### src/rtl/lsu_pkg.sv
// rtl/lsu_pkg.sv - shared types, op codes and op-decode helpers for the load/store unit
package lsu_pkg;

    typedef enum logic [1:0] {
        IDLE = 2'd0,
        REQ  = 2'd1,
        RESP = 2'd2
    } lsu_state_t;

    typedef enum logic [1:0] {
        BYTE = 2'd0,
        HALF = 2'd1,
        WORD = 2'd2
    } mem_size_t;

    localparam logic [4:0] OP_LB  = 5'h10;
    localparam logic [4:0] OP_LH  = 5'h11;
    localparam logic [4:0] OP_LW  = 5'h12;
    localparam logic [4:0] OP_LBU = 5'h13;
    localparam logic [4:0] OP_LHU = 5'h14;
    localparam logic [4:0] OP_SB  = 5'h18;
    localparam logic [4:0] OP_SH  = 5'h19;
    localparam logic [4:0] OP_SW  = 5'h1A;

    function automatic logic is_load(input logic [4:0] op);
        return (op == OP_LB) || (op == OP_LH) || (op == OP_LW) ||
               (op == OP_LBU) || (op == OP_LHU);
    endfunction

    function automatic logic is_store(input logic [4:0] op);
        return (op == OP_SB) || (op == OP_SH) || (op == OP_SW);
    endfunction

    function automatic logic is_unsigned(input logic [4:0] op);
        return (op == OP_LBU) || (op == OP_LHU);
    endfunction

    function automatic mem_size_t size_of(input logic [4:0] op);
        case (op)
            OP_LB, OP_LBU, OP_SB: return BYTE;
            OP_LH, OP_LHU, OP_SH: return HALF;
            default:              return WORD;
        endcase
    endfunction

endpackage

### src/rtl/lsu_load_align.sv
// rtl/lsu_load_align.sv - picks the addressed byte/half lane out of a load word and extends it
module lsu_load_align
    import lsu_pkg::*;
(
    input  logic [31:0] rdata_i,
    input  logic [1:0]  addr_lo_i,
    input  mem_size_t   size_i,
    input  logic        unsigned_i,
    output logic [31:0] data_o
);

    logic [7:0]  byte_sel;
    logic [15:0] half_sel;

    always_comb begin
        byte_sel = rdata_i[7:0];
        case (addr_lo_i)
            2'd0:    byte_sel = rdata_i[7:0];
            2'd1:    byte_sel = rdata_i[15:8];
            2'd2:    byte_sel = rdata_i[23:16];
            default: byte_sel = rdata_i[31:24];
        endcase
        half_sel = addr_lo_i[1] ? rdata_i[31:16] : rdata_i[15:0];
    end

    always_comb begin
        data_o = rdata_i;
        case (size_i)
            BYTE:    data_o = unsigned_i ? {24'd0, byte_sel} : {{24{byte_sel[7]}}, byte_sel};
            HALF:    data_o = unsigned_i ? {16'd0, half_sel} : {{16{half_sel[15]}}, half_sel};
            default: data_o = rdata_i;
        endcase
    end

endmodule

### src/rtl/load_store_unit.sv
// rtl/load_store_unit.sv - memory stage: req/gnt/rvalid data port master with lane alignment and watchdog
module load_store_unit
    import lsu_pkg::*;
#(
    parameter int unsigned TIMEOUT_CYCLES = 255,
    parameter int unsigned CNT_W          = 8
) (
    input  logic        clk,
    input  logic        rst,
    input  logic        flush,
    input  logic        ex_valid,
    output logic        ex_ready,
    input  logic [4:0]  ex_mem_op,
    input  logic [31:0] ex_addr,
    input  logic [31:0] ex_wdata,
    input  logic [4:0]  ex_rd,
    output logic        dmem_req,
    input  logic        dmem_gnt,
    output logic        dmem_we,
    output logic [31:0] dmem_addr,
    output logic [3:0]  dmem_wstrb,
    output logic [31:0] dmem_wdata,
    input  logic        dmem_rvalid,
    input  logic [31:0] dmem_rdata,
    output logic        wb_valid,
    output logic [4:0]  wb_rd,
    output logic [31:0] wb_data,
    output logic        st_done,
    output logic        exc_misalign,
    output logic        exc_buserr,
    output logic [31:0] exc_addr
);

    localparam logic [CNT_W-1:0] TIMEOUT_VAL = CNT_W'(TIMEOUT_CYCLES);
    localparam logic             WDOG_EN     = (TIMEOUT_CYCLES != 0);

    lsu_state_t       state_q, state_d;
    logic [CNT_W-1:0] wdog_q, wdog_d, wdog_inc;
    logic             drop_q, drop_d;
    logic             req_q, req_d;
    logic             we_q, we_d;
    logic [31:0]      addr_q, addr_d;
    logic [3:0]       wstrb_q, wstrb_d;
    logic [31:0]      wdata_q, wdata_d;
    logic [31:0]      eaddr_q, eaddr_d;
    mem_size_t        size_q, size_d;
    logic             uns_q, uns_d;
    logic [4:0]       rd_q, rd_d;
    logic             wb_valid_q, wb_valid_d;
    logic [4:0]       wb_rd_q, wb_rd_d;
    logic [31:0]      wb_data_q, wb_data_d;
    logic             st_done_q, st_done_d;
    logic             mis_q, mis_d;
    logic             bus_q, bus_d;
    logic [31:0]      exc_addr_q, exc_addr_d;

    logic             is_mem_op;
    logic             misaligned;
    logic             timeout;
    mem_size_t        ex_size;
    logic [3:0]       st_strb;
    logic [31:0]      st_data;
    logic [31:0]      ld_data;

    assign ex_size    = size_of(ex_mem_op);
    assign is_mem_op  = is_load(ex_mem_op) || is_store(ex_mem_op);
    assign misaligned = ((ex_size == HALF) && ex_addr[0]) ||
                        ((ex_size == WORD) && (ex_addr[1:0] != 2'b00));
    assign wdog_inc   = wdog_q + CNT_W'(1);
    // Compare against the incremented count so req is held for exactly TIMEOUT_CYCLES cycles.
    assign timeout    = WDOG_EN && (wdog_inc >= TIMEOUT_VAL);

    always_comb begin
        st_strb = 4'b0000;
        st_data = 32'd0;
        if (is_store(ex_mem_op)) begin
            case (ex_size)
                BYTE: begin
                    st_strb = 4'b0001 << ex_addr[1:0];
                    st_data = {4{ex_wdata[7:0]}};
                end
                HALF: begin
                    st_strb = 4'b0011 << {ex_addr[1], 1'b0};
                    st_data = {2{ex_wdata[15:0]}};
                end
                default: begin
                    st_strb = 4'b1111;
                    st_data = ex_wdata;
                end
            endcase
        end
    end

    lsu_load_align u_load_align (
        .rdata_i    (dmem_rdata),
        .addr_lo_i  (eaddr_q[1:0]),
        .size_i     (size_q),
        .unsigned_i (uns_q),
        .data_o     (ld_data)
    );

    always_comb begin
        state_d    = state_q;
        wdog_d     = wdog_q;
        drop_d     = drop_q;
        req_d      = req_q;
        we_d       = we_q;
        addr_d     = addr_q;
        wstrb_d    = wstrb_q;
        wdata_d    = wdata_q;
        eaddr_d    = eaddr_q;
        size_d     = size_q;
        uns_d      = uns_q;
        rd_d       = rd_q;
        wb_valid_d = 1'b0;
        wb_rd_d    = wb_rd_q;
        wb_data_d  = wb_data_q;
        st_done_d  = 1'b0;
        mis_d      = 1'b0;
        bus_d      = 1'b0;
        exc_addr_d = exc_addr_q;

        case (state_q)
            IDLE: begin
                if (ex_valid && is_mem_op && !flush) begin
                    if (misaligned) begin
                        mis_d      = 1'b1;
                        exc_addr_d = ex_addr;
                    end else begin
                        state_d = REQ;
                        wdog_d  = '0;
                        drop_d  = 1'b0;
                        req_d   = 1'b1;
                        we_d    = is_store(ex_mem_op);
                        addr_d  = {ex_addr[31:2], 2'b00};
                        wstrb_d = st_strb;
                        wdata_d = st_data;
                        eaddr_d = ex_addr;
                        size_d  = ex_size;
                        uns_d   = is_unsigned(ex_mem_op);
                        rd_d    = ex_rd;
                    end
                end
            end
            REQ: begin
                if (dmem_gnt) begin
                    req_d = 1'b0;
                    if (we_q) begin
                        st_done_d = 1'b1;
                        state_d   = IDLE;
                    end else begin
                        state_d = RESP;
                        drop_d  = flush;
                        wdog_d  = wdog_inc;
                    end
                end else if (flush) begin
                    req_d   = 1'b0;
                    state_d = IDLE;
                end else if (timeout) begin
                    req_d      = 1'b0;
                    state_d    = IDLE;
                    bus_d      = 1'b1;
                    exc_addr_d = eaddr_q;
                end else begin
                    wdog_d = wdog_inc;
                end
            end
            RESP: begin
                drop_d = drop_q | flush;
                if (dmem_rvalid) begin
                    state_d = IDLE;
                    if (!(drop_q || flush)) begin
                        wb_valid_d = 1'b1;
                        wb_rd_d    = rd_q;
                        wb_data_d  = ld_data;
                    end
                end else if (timeout) begin
                    state_d    = IDLE;
                    bus_d      = 1'b1;
                    exc_addr_d = eaddr_q;
                end else begin
                    wdog_d = wdog_inc;
                end
            end
            default: state_d = IDLE;
        endcase
    end

    always_ff @(posedge clk or posedge rst) begin
        if (rst) begin
            state_q    <= IDLE;
            wdog_q     <= '0;
            drop_q     <= 1'b0;
            req_q      <= 1'b0;
            we_q       <= 1'b0;
            addr_q     <= 32'd0;
            wstrb_q    <= 4'd0;
            wdata_q    <= 32'd0;
            eaddr_q    <= 32'd0;
            size_q     <= BYTE;
            uns_q      <= 1'b0;
            rd_q       <= 5'd0;
            wb_valid_q <= 1'b0;
            wb_rd_q    <= 5'd0;
            wb_data_q  <= 32'd0;
            st_done_q  <= 1'b0;
            mis_q      <= 1'b0;
            bus_q      <= 1'b0;
            exc_addr_q <= 32'd0;
        end else begin
            state_q    <= state_d;
            wdog_q     <= wdog_d;
            drop_q     <= drop_d;
            req_q      <= req_d;
            we_q       <= we_d;
            addr_q     <= addr_d;
            wstrb_q    <= wstrb_d;
            wdata_q    <= wdata_d;
            eaddr_q    <= eaddr_d;
            size_q     <= size_d;
            uns_q      <= uns_d;
            rd_q       <= rd_d;
            wb_valid_q <= wb_valid_d;
            wb_rd_q    <= wb_rd_d;
            wb_data_q  <= wb_data_d;
            st_done_q  <= st_done_d;
            mis_q      <= mis_d;
            bus_q      <= bus_d;
            exc_addr_q <= exc_addr_d;
        end
    end

    assign ex_ready     = (state_q == IDLE);
    assign dmem_req     = req_q;
    assign dmem_we      = we_q;
    assign dmem_addr    = addr_q;
    assign dmem_wstrb   = wstrb_q;
    assign dmem_wdata   = wdata_q;
    assign wb_valid     = wb_valid_q;
    assign wb_rd        = wb_rd_q;
    assign wb_data      = wb_data_q;
    assign st_done      = st_done_q;
    assign exc_misalign = mis_q;
    assign exc_buserr   = bus_q;
    assign exc_addr     = exc_addr_q;

endmodule

### config.mk
export PLATFORM = sky130hd
export DESIGN_NAME = load_store_unit
export DESIGN_NICKNAME = d
export VERILOG_FILES = /design/src/rtl/lsu_pkg.sv /design/src/rtl/lsu_load_align.sv /design/src/rtl/load_store_unit.sv
export SDC_FILE = /design/constraint.sdc
export NUM_CORES = 1
export LEC_CHECK = 0
export BUFFER_PORTS_ARGS = -buffer_cell sky130_fd_sc_hd__buf_2
export CAP_MARGIN = 20
export CORE_MARGIN = 4
export CORE_UTILIZATION = 56
export DETAILED_ROUTE_END_ITERATION = 6
export PLACE_DENSITY = 0.95
export SLEW_MARGIN = 30
export SYNTH_ARGS = -nofsm -noshare
export SYNTH_HDL_FRONTEND = slang
export SYNTH_HIERARCHICAL = 1
export SYNTH_SLANG_ARGS = --single-unit
### constraint.sdc
create_clock -name clk -period 10.95 [get_ports clk]
set_input_delay 2.19 -clock clk [delete_from_list [all_inputs] [get_ports clk]]
set_output_delay 2.19 -clock clk [all_outputs]
set_load 0.01 [all_outputs]
==> impl_metrics.json <==
{
  "setup.worst_path.start_class": "input pin",
  "netlist_area_sq_um": 8481,
  "postLayoutCoreUtil_pct": 68.99,
  "die_h_microns": 131.1,
  "placed_area_sq_um": 9543,
  "postCtsSetupBuffers": 0,
  "cts_tree": "yes",
  "post-route-cell-area_sq_um": 10140,
  "worstPathCellList": "buf_2, and3b_1, o21a_1, a21o_2, a21oi_4, o21ai_2, buf_4, a221o_1",
  "worst_pin_slew_ps": 926.3,
  "holdPathStages": 2,
  "ys_seq_area_share_pct": 47.80,
  "ir_worst_vdd_uv": 203.1,
  "place.gp.congestion": 0.9489,
  "ys.flop_type": "dfrtp_1",
  "grt_first_pass_wirelength_mm": 35.33,
  "rrSetupSlack_ps": 7910,
  "grt_pass1_vias": 7043,
  "grt_setup_unrepaired": "false",
  "syn_to_final_growth_pct": 19.58,
  "powerDensity_nw_per_um2": 236.9,
  "netlist_instances": 878,
  "dr.pass1.iters": 7,
  "fin_setup_tns_ps": 0,
  "synth.distinct_cells": 63,
  "critPathTopFamily": "compound AO/OA/AOI/OAI gates",
  "avgSynthCellArea_sq_um": 9.659,
  "cts.clk_slew.worst_paths_ps": 70,
  "cp_num_buf_inv": 2,
  "overflow": 0,
  "die_w_microns": 131.1,
  "boundaryPins": 256,
  "final_hold_viol_count": 0,
  "ctsResizeCount": 0,
  "min_period_ps": 4684,
  "cap_viol_max_count": 0,
  "total_power_w": 0.002403,
  "synth_async_sr_flop_share_pct": 100.0,
  "worst_clock_skew_ps": 8.974,
  "track_usage_pct": 26.36,
  "num_rows": 44,
  "numCtsBuffers": 17,
  "required_ps": 11250,
  "clk_latency_ps": 420,
  "critPathMaxStageDelay_ps": 570,
  "core-area_sq_um": 14700,
  "drcViolationCount": 0,
  "cts_root_buf": "clkbuf_16",
  "worst-path-max-fanout": 26,
  "htreeDepth": 4,
  "run_status": "completed",
  "end_kind": "register",
  "critPathSlowestCell": "a21oi_4",
  "maxSlewHeadroom_pct": 38.12,
  "cp.arrival_ps": 4980,
  "vias": 7532,
  "antenna_found_initial": 0,
  "reg2reg_to": "exc_addr[20]$_DFFE_PP0P_",
  "drtIter0Drc": 609,
  "io_buffers": 253,
  "r2r_start": "wdog_q[0]$_DFFE_PP0P_",
  "ant_nets": 0,
  "critPathKind": "input pin to register",
  "report.final.slew_viol_count": 0,
  "setup_viol_count_final": 0,
  "viasPerCell": 5.964,
  "p_leak_nw": 5.340,
  "ys.warnings.count": 6,
  "max_freq_ghz": 0.2135,
  "cts-hold-fix-buffers": 0,
  "n_antenna_cell": 0,
  "whs_endpoint": "rd_q[0]$_DFFE_PP0P_",
  "post-route-period-util_pct": 42.78,
  "hold_class": "register to register",
  "synth-edff-count": 0,
  "routed_wl_mm": 23.53,
  "clock_path_buffers": 2,
  "synth_seq_cells": 162,
  "die_area_sq_um": 17180,
  "grt_max_degree": 100,
  "rr_worst_depth": 8,
  "drive_gt1_share_pct": 33.09,
  "hp-start": "rd_q[0]$_DFFE_PP0P_",
  "start_util_pct": 57.69,
  "wl_per_cell_microns": 18.63,
  "hpwl_mm": 16.54,
  "fin_nets": 1184,
  "clock_sinks": 162
}
[Yosys cell counts, types with 7 or more instances]
master | count | area [sq um]
a21boi_0 | 14 | 105.1
a21o_1 | 16 | 120.1
a21oi_1 | 59 | 295.3
a221o_1 | 18 | 180.2
a22o_1 | 8 | 70.07
and4_1 | 18 | 157.7
buf_2 | 18 | 90.09
buf_4 | 34 | 255.2
clkbuf_1 | 36 | 135.1
dfrtp_1 | 162 | 4054
inv_1 | 13 | 48.80
mux2_2 | 38 | 427.9
mux2i_1 | 32 | 320.3
nand2_1 | 194 | 728.2
nand3_1 | 13 | 65.06
nand4_1 | 16 | 100.1
nor2_1 | 16 | 60.06
nor2b_1 | 40 | 250.2
o21ai_0 | 39 | 195.2
o221ai_1 | 8 | 70.07
o22a_1 | 7 | 61.31
o31ai_1 | 11 | 82.58
[worst min-delay path, stage by stage (launching register included)]
cell and delay (ps):
dfrtp_1 340, nand2_1 50, nand2_1 50
[cell usage in the layout (no fill, tap or decap), types with 17 or more instances in the layout]
cell type and n:
mux2i_1 32, nand2_1 194, a221o_1 18, nor2b_1 40, and4_1 18, o21ai_0 38, mux2_2 38, dfrtp_1 162
buf_2 253, clkbuf_16 17, a21oi_1 59
[how the worst max path moves through the flow]
| stage | start | endpoint | slack [ps] | depth (start not counted) |
|---|---|---|---|---|
| floorplan | rst | dmem_req$_DFFE_PP0P_ | 4380 | 1 |
| global placement | ex_mem_op[0] | exc_addr[6]$_DFFE_PP0P_ | 5610 | 8 |
| detailed placement | ex_mem_op[4] | dmem_wdata[17]$_DFFE_PP0P_ | 5900 | 8 |
| CTS | ex_mem_op[4] | dmem_wdata[17]$_DFFE_PP0P_ | 6370 | 8 |
| global route | ex_mem_op[4] | dmem_wdata[21]$_DFFE_PP0P_ | 6080 | 8 |
| finish | ex_mem_op[3] | exc_addr[20]$_DFFE_PP0P_ | 6270 | 8 |
[cell type report]
| cell class | instances | area [sq um] |
|---|---|---|
| Fill cell | 1125 | 4558 |
| Sequential cell | 162 | 4054 |
| Multi-Input combinational cell | 609 | 3871 |
| Timing Repair Buffer | 263 | 1361 |
| Clock buffer | 19 | 452.9 |
| Tap cell | 184 | 230.2 |
| Clock inverter | 13 | 115.1 |
| Inverter | 13 | 56.30 |
[registers in the layout (all words and copies together), names as in the netlist]
signal / count
dmem_we: 1
wb_rd: 5
exc_misalign: 1
exc_buserr: 1
dmem_req: 1
dmem_wdata: 32
eaddr_q: 32
uns_q: 1
rd_q: 5
size_q: 2
exc_addr: 32
dmem_wstrb: 4
wb_valid: 1
state_q: 2
wb_data: 32
wdog_q: 8
drop_q: 1
st_done: 1
[per-layer routing]
metal	routed length (microns)	vias to the layer above	global-route usage, %
li1	-	3440	-
met1	9045	3599	32.90
met2	11700	429	44.44
met3	2007	64	6.078
met4	777	0	10.47
met5	0	-	0
[report_power, final]
part / switching, W / internal [W]
clock: 0.000263 / 0.000311
combinational: 0.000544 / 0.000391
sequential: 0.000118 / 0.000776
total: 0.000925 / 0.00148
[logic make-up (layout without fill, tap and decap cells)]
group,Yosys count,count (layout),synth area share (%)
simple gates,322,322,18.32
compound gates,206,206,16.75
other cells,1,2,0.04422
flops,162,162,47.80
fa+ha+maj,6,6,0.8852
buf+inv,108,308,6.919
xor+xnor,1,1,0.1033
mux,72,72,9.177
[stage by stage]
step / hold slack [ps] / setup WS (ps) / cells
after floorplan: 440.1 / 4383 / 879
after global placement: 446.2 / 5614 / 1229
after detailed placement: 456.8 / 5898 / 1230
after CTS: 472.7 / 6368 / 1262
after global routing: 487.7 / 6080 / 1263
final: 467.6 / 6266 / 1263
(Power assumes the default switching activity.)
